[src/rtl/ctech_lib_clk_gate_pkg.sv]
// ctech_lib_clk_gate_pkg: FSM state encoding and counter width helper for the NOR clock-gate enable controller
package ctech_lib_clk_gate_pkg;
  typedef enum logic [1:0] {
    GATED     = 2'b00,
    WAKING    = 2'b01,
    ACTIVE    = 2'b10,
    IDLE_WAIT = 2'b11
  } cg_state_t;
  function automatic int cg_cnt_w(input int idle_cyc, input int wake_lat);
    return $clog2((idle_cyc > wake_lat ? idle_cyc : wake_lat) + 1);
  endfunction
endpackage

[src/rtl/ctech_lib_clk_gate_cnt.sv]
// ctech_lib_clk_gate_cnt: clearable saturating up-counter with terminal-count flag (clk, rst_b, clr, inc -> tc)
module ctech_lib_clk_gate_cnt #(
  parameter int W  = 2,
  parameter int TC = 0
) (
  input  logic clk,
  input  logic rst_b,
  input  logic clr,
  input  logic inc,
  output logic tc
);
  logic [W-1:0] cnt;
  always_ff @(posedge clk) begin
    if (!rst_b || clr) cnt <= '0;
    else if (inc && cnt != '1) cnt <= cnt + W'(1);
  end
  assign tc = cnt == W'(TC);
endmodule

[src/rtl/ctech_lib_clk_gate_en_ctrl.sv]
// ctech_lib_clk_gate_en_ctrl: wake requests -> registered disable for a NOR clock gate (clk, rst_b, req, force_on -> clk_dis, clk_rdy, state_o)
module ctech_lib_clk_gate_en_ctrl
  import ctech_lib_clk_gate_pkg::*;
#(
  parameter int NUM_REQ  = 1,
  parameter int IDLE_CYC = 8,
  parameter int WAKE_LAT = 2
) (
  input  logic               clk,
  input  logic               rst_b,
  input  logic [NUM_REQ-1:0] req,
  input  logic               force_on,
  output logic               clk_dis,
  output logic               clk_rdy,
  output logic [1:0]         state_o
);
  localparam int CNT_W   = cg_cnt_w(IDLE_CYC, WAKE_LAT);
  localparam int IDLE_TC = IDLE_CYC > 0 ? IDLE_CYC - 1 : 0;
  cg_state_t state;
  logic req_eff, wake_tc, idle_tc;
  assign req_eff = |req | force_on;
  assign state_o = state;
  // Counters are held clear outside their state, so every entry starts at zero.
  ctech_lib_clk_gate_cnt #(.W(CNT_W), .TC(WAKE_LAT - 1)) u_wake (
    .clk(clk), .rst_b(rst_b), .clr(state != WAKING), .inc(state == WAKING), .tc(wake_tc)
  );
  ctech_lib_clk_gate_cnt #(.W(CNT_W), .TC(IDLE_TC)) u_idle (
    .clk(clk), .rst_b(rst_b), .clr(state != IDLE_WAIT || req_eff), .inc(state == IDLE_WAIT), .tc(idle_tc)
  );
  // clk_dis only changes on posedge, while clk is high and the NOR output is already held low.
  always_ff @(posedge clk) begin
    if (!rst_b) begin
      state   <= WAKING;
      clk_dis <= 1'b0;
      clk_rdy <= 1'b0;
    end else begin
      case (state)
        GATED: if (req_eff) begin
          state   <= WAKING;
          clk_dis <= 1'b0;
        end
        WAKING: if (wake_tc) begin
          clk_rdy <= 1'b1;
          state   <= req_eff ? ACTIVE : IDLE_WAIT;
        end
        ACTIVE: if (!req_eff) begin
          state   <= IDLE_CYC == 0 ? GATED : IDLE_WAIT;
          clk_dis <= IDLE_CYC == 0;
          clk_rdy <= IDLE_CYC != 0;
        end
        IDLE_WAIT: if (req_eff) state <= ACTIVE;
        else if (IDLE_CYC == 0 || idle_tc) begin
          state   <= GATED;
          clk_dis <= 1'b1;
          clk_rdy <= 1'b0;
        end
        default: begin
          state   <= WAKING;
          clk_dis <= 1'b0;
          clk_rdy <= 1'b0;
        end
      endcase
    end
  end
endmodule

[config.mk]
export PLATFORM = sky130hd
export DESIGN_NAME = ctech_lib_clk_gate_en_ctrl
export DESIGN_NICKNAME = d
export VERILOG_FILES = /design/src/rtl/ctech_lib_clk_gate_pkg.sv /design/src/rtl/ctech_lib_clk_gate_cnt.sv /design/src/rtl/ctech_lib_clk_gate_en_ctrl.sv
export SDC_FILE = /design/constraint.sdc
export NUM_CORES = 1
export LEC_CHECK = 0
export ABC_AREA = 1
export CELL_PAD_IN_SITES_DETAIL_PLACEMENT = 1
export CELL_PAD_IN_SITES_GLOBAL_PLACEMENT = 1
export CORE_MARGIN = 1
export CORE_UTILIZATION = 39
export CTS_CLUSTER_DIAMETER = 50
export CTS_CLUSTER_SIZE = 40
export DETAILED_ROUTE_END_ITERATION = 8
export HOLD_SLACK_MARGIN = 0.02
export PLACE_DENSITY = 0.88
export SLEW_MARGIN = 15
export SYNTH_ARGS = -nofsm -noshare
export SYNTH_HDL_FRONTEND = slang
export SYNTH_SLANG_ARGS = --single-unit
[constraint.sdc]
create_clock -name clk -period 1.6 [get_ports clk]
set_input_delay 0.32 -clock clk [delete_from_list [all_inputs] [get_ports clk]]
set_output_delay 0.32 -clock clk [all_outputs]
set_load 0.01 [all_outputs]
==> flow_summary_export.csv <==
group,metric,value,unit
run_status,status,"finished clean",
clock_tree,postCtsSetupRepairBufs,0,
critical_path,critPathBufInv,1,
place,hpwlAfterDp,1250,um
timing,setup_ws,125,ps
critical_path,worstSetupPathType,"reg2out",
timing,fin_crit_sh,0.922,
logic_synthesis,synth-seq-cells,12,
logic_synthesis,synth.avg_cell_area,6.71,sq um
pwr,peakVddDrop,0.808,mV
logic_synthesis,synth_compound_area_frac,0.113,
clock_tree,cts-resized-gates,0,
logic_synthesis,ys_types,17,
critical_path,path_delay_family,"buffers and inverters",
critical_path,worstSetupStartpoint,"clk_dis",
logic_synthesis,postSynthCellCount,99,
critical_path,critPathCaptureType,"output port",
clock_tree,cts.sinks,12,
critical_path,worstRegToRegCells,6,
timing,rsz0062_at_grt,"no",
layout,fin_nets,121,
pwr,powerDensity,1540,nW/um^2
floorplan,dieArea,1870,sq um
layout,drive_gt1_frac,0.115,
layout,diodes,0,
logic_synthesis,synthMuxAreaShare,0,
logic_synthesis,synth_simple_gate_area_share,0.371,
floorplan,die_y,43.3,um
clock_tree,clock_latency,270,ps
hold_path,hp-class,"reg2reg",
floorplan,core,1540,sq um
floorplan,pin_count,8,
layout,multi_input_area,368,sq um
detailed_routing,wl_per_cell,11.9,um
pwr,power_leakage,0.357,nW
logic_synthesis,synth-xor-area-share,0.0132,
hold_path,min_path_cells,2,
clock_tree,clkTransAtPathRegs,80,ps
timing,drv_slew,0,
place,pre_cts_slack,62.6,ps
clock_tree,htreeDepth,1,
timing,worst_pin_slew,188,ps
flow_run,cap_viol_max_count,0,
clock_tree,cts_buffers,3,
critical_path,slowest_stage,"clkdlybuf4s50_1",
layout,seqCellArea,240,sq um
timing,fin_tns_setup,0,ps
floorplan,std_cell_rows,14,
logic_synthesis,ys_warn_count,0,
global_route,antenna_found_initial,0,
critical_path,crit_cells,1,
critical_path,path_cells,"clkdlybuf4s50_1",
detailed_routing,first_pass_iters,3,
global_route,grt_pass1_wl,2790,um
global_route,grt_overflow,0,
timing,fin_skew,3.18,ps
critical_path,worstPathRequired,1280,ps
global_route,grt_pass1_vias,703,
detailed_routing,drtIter0Drc,3,
clock_tree,clock_path_buffers,2,
critical_path,cp_max_fo,2,
detailed_routing,drc,0,
detailed_routing,vias,673,
global_route,grt_max_degree,8,
detailed_routing,drt-total-wl,1540,um
critical_path,timing.rr.start,"u_idle.cnt[0]",
timing,timing.slew.headroom,0.874,
floorplan,die_w,43.3,um
critical_path,setup.worst_path.start_class,"register",
critical_path,arrival,1150,ps
timing,max_freq,0.678,GHz
timing,setup_viol,0,
critical_path,slowest_delay,540,ps
timing,hold_violations,0,
layout,postLayoutCoreUtil,0.528,
clock_tree,hold_buffers,0,
logic_synthesis,synth-seq-area-share,0.362,
place,port_buffers,7,
clock_tree,cts_tree,"yes",
detailed_routing,detail-route-antenna-nets,0,
place,gp_congestion,0.859,
clock_tree,cts_root_buf,"clkbuf_4",
logic_synthesis,synth_top_family_by_area,"simple AND/OR/NAND/NOR gates",
floorplan,initial_core_util,0.431,
layout,syn2layout_area_growth,22.4,%
global_route,grt_usage,0.202,
logic_synthesis,synth-adder-area-share,0.0565,
timing,min_period,1470,ps
logic_synthesis,netlist_area,664,sq um
detailed_routing,avgViaCountPerCell,5.22,
hold_path,hp-start,"clk_rdy",
logic_synthesis,syn_nets,106,
layout,n_fill_cell,214,
logic make-up (layout without fill, tap and decap cells):
family	after synthesis	count (layout)
AOI/OAI and AO/OA	12	12
and+or+nand+nor	56	56
xor gates and xnor gates	1	1
adders and majority gates	3	3
buffers and inverters	15	29
DFF	12	12
power by group:
group | total (mW) | internal [mW] | switching, mW | leakage, nW
logic | 0.613 | 0.248 | 0.365 | 0.239
registers | 0.394 | 0.355 | 0.0388 | 0.0977
clock network | 0.247 | 0.138 | 0.109 | 0.0210
total | 1.25 | 0.741 | 0.513 | 0.357
cells in the final DEF, fill, tap and decap left out, drive strengths merged:
cell type	netlist	final
nand2	29	29
inv	15	15
nor2	14	14
dfxtp	12	12
nand3	7	7
a21oi	7	7
clkdlybuf4s50	0	7
nand4	4	4
clkbuf	0	4
ha	3	3
buf	0	3
or2	2	2
a211oi	2	2
o21ai	2	2
xor2	1	1
o2111a	1	1
sequential cells by signal (all words and copies together), names as in the netlist:
name and cells:
u_idle.cnt 4, u_wake.cnt 4, state_o 2, clk_dis 1, clk_rdy 1
final cells by class:
class / instances / share of cell area
Multi-Input combinational cell: 72 / 0.452
Sequential cell: 12 / 0.295
Timing Repair Buffer: 10 / 0.114
Inverter: 15 / 0.0692
Clock buffer: 4 / 0.0446
Tap cell: 16 / 0.0246
metrics by stage:
step	instances	hold slack, ps	total power [mW]	cell area, sq um
4_1_cts	129	460	1.27	813
5_1_grt	129	492	1.37	813
3_5_place_dp	125	445	1.02	777
6_report	129	457	1.25	813
2_1_floorplan	99	389	0.800	664
3_3_place_gp	125	438	0.993	777
final timing paths:
| path | endpoint | slack, ps |
|---|---|---|
| worst max-delay path | clk_dis | 130 |
| worst min-delay path | clk_rdy | 460 |
| worst max register to register | u_idle.cnt[3] | 340 |
| worst min register to register | clk_rdy | 460 |
synth_stat cells:
cell type | n | area share
a211oi_1 | 2 | 0.023
a21oi_1 | 7 | 0.053
dfxtp_1 | 12 | 0.36
ha_1 | 3 | 0.057
inv_1 | 13 | 0.073
inv_2 | 2 | 0.011
nand2_1 | 27 | 0.15
nand2_2 | 2 | 0.019
nand3_1 | 7 | 0.053
nand4_1 | 4 | 0.038
nor2_1 | 13 | 0.073
nor2_4 | 1 | 0.017
o2111a_1 | 1 | 0.017
o21ai_0 | 1 | 0.0075
o21ai_2 | 1 | 0.013
or2_0 | 2 | 0.019
xor2_1 | 1 | 0.013
metal layers:
| metal | global-route usage | part of all wire | up-vias |
|---|---|---|---|
| met2 | 0.367 | 0.51 | 9 |
| li1 | - | - | 346 |
| met1 | 0.206 | 0.43 | 312 |
| met3 | 0.0383 | 0.023 | 6 |
| met4 | 0.127 | 0.035 | 0 |
| met5 | 0 | 0 | - |
No activity file was read; power rests on OpenSTA's default activity.
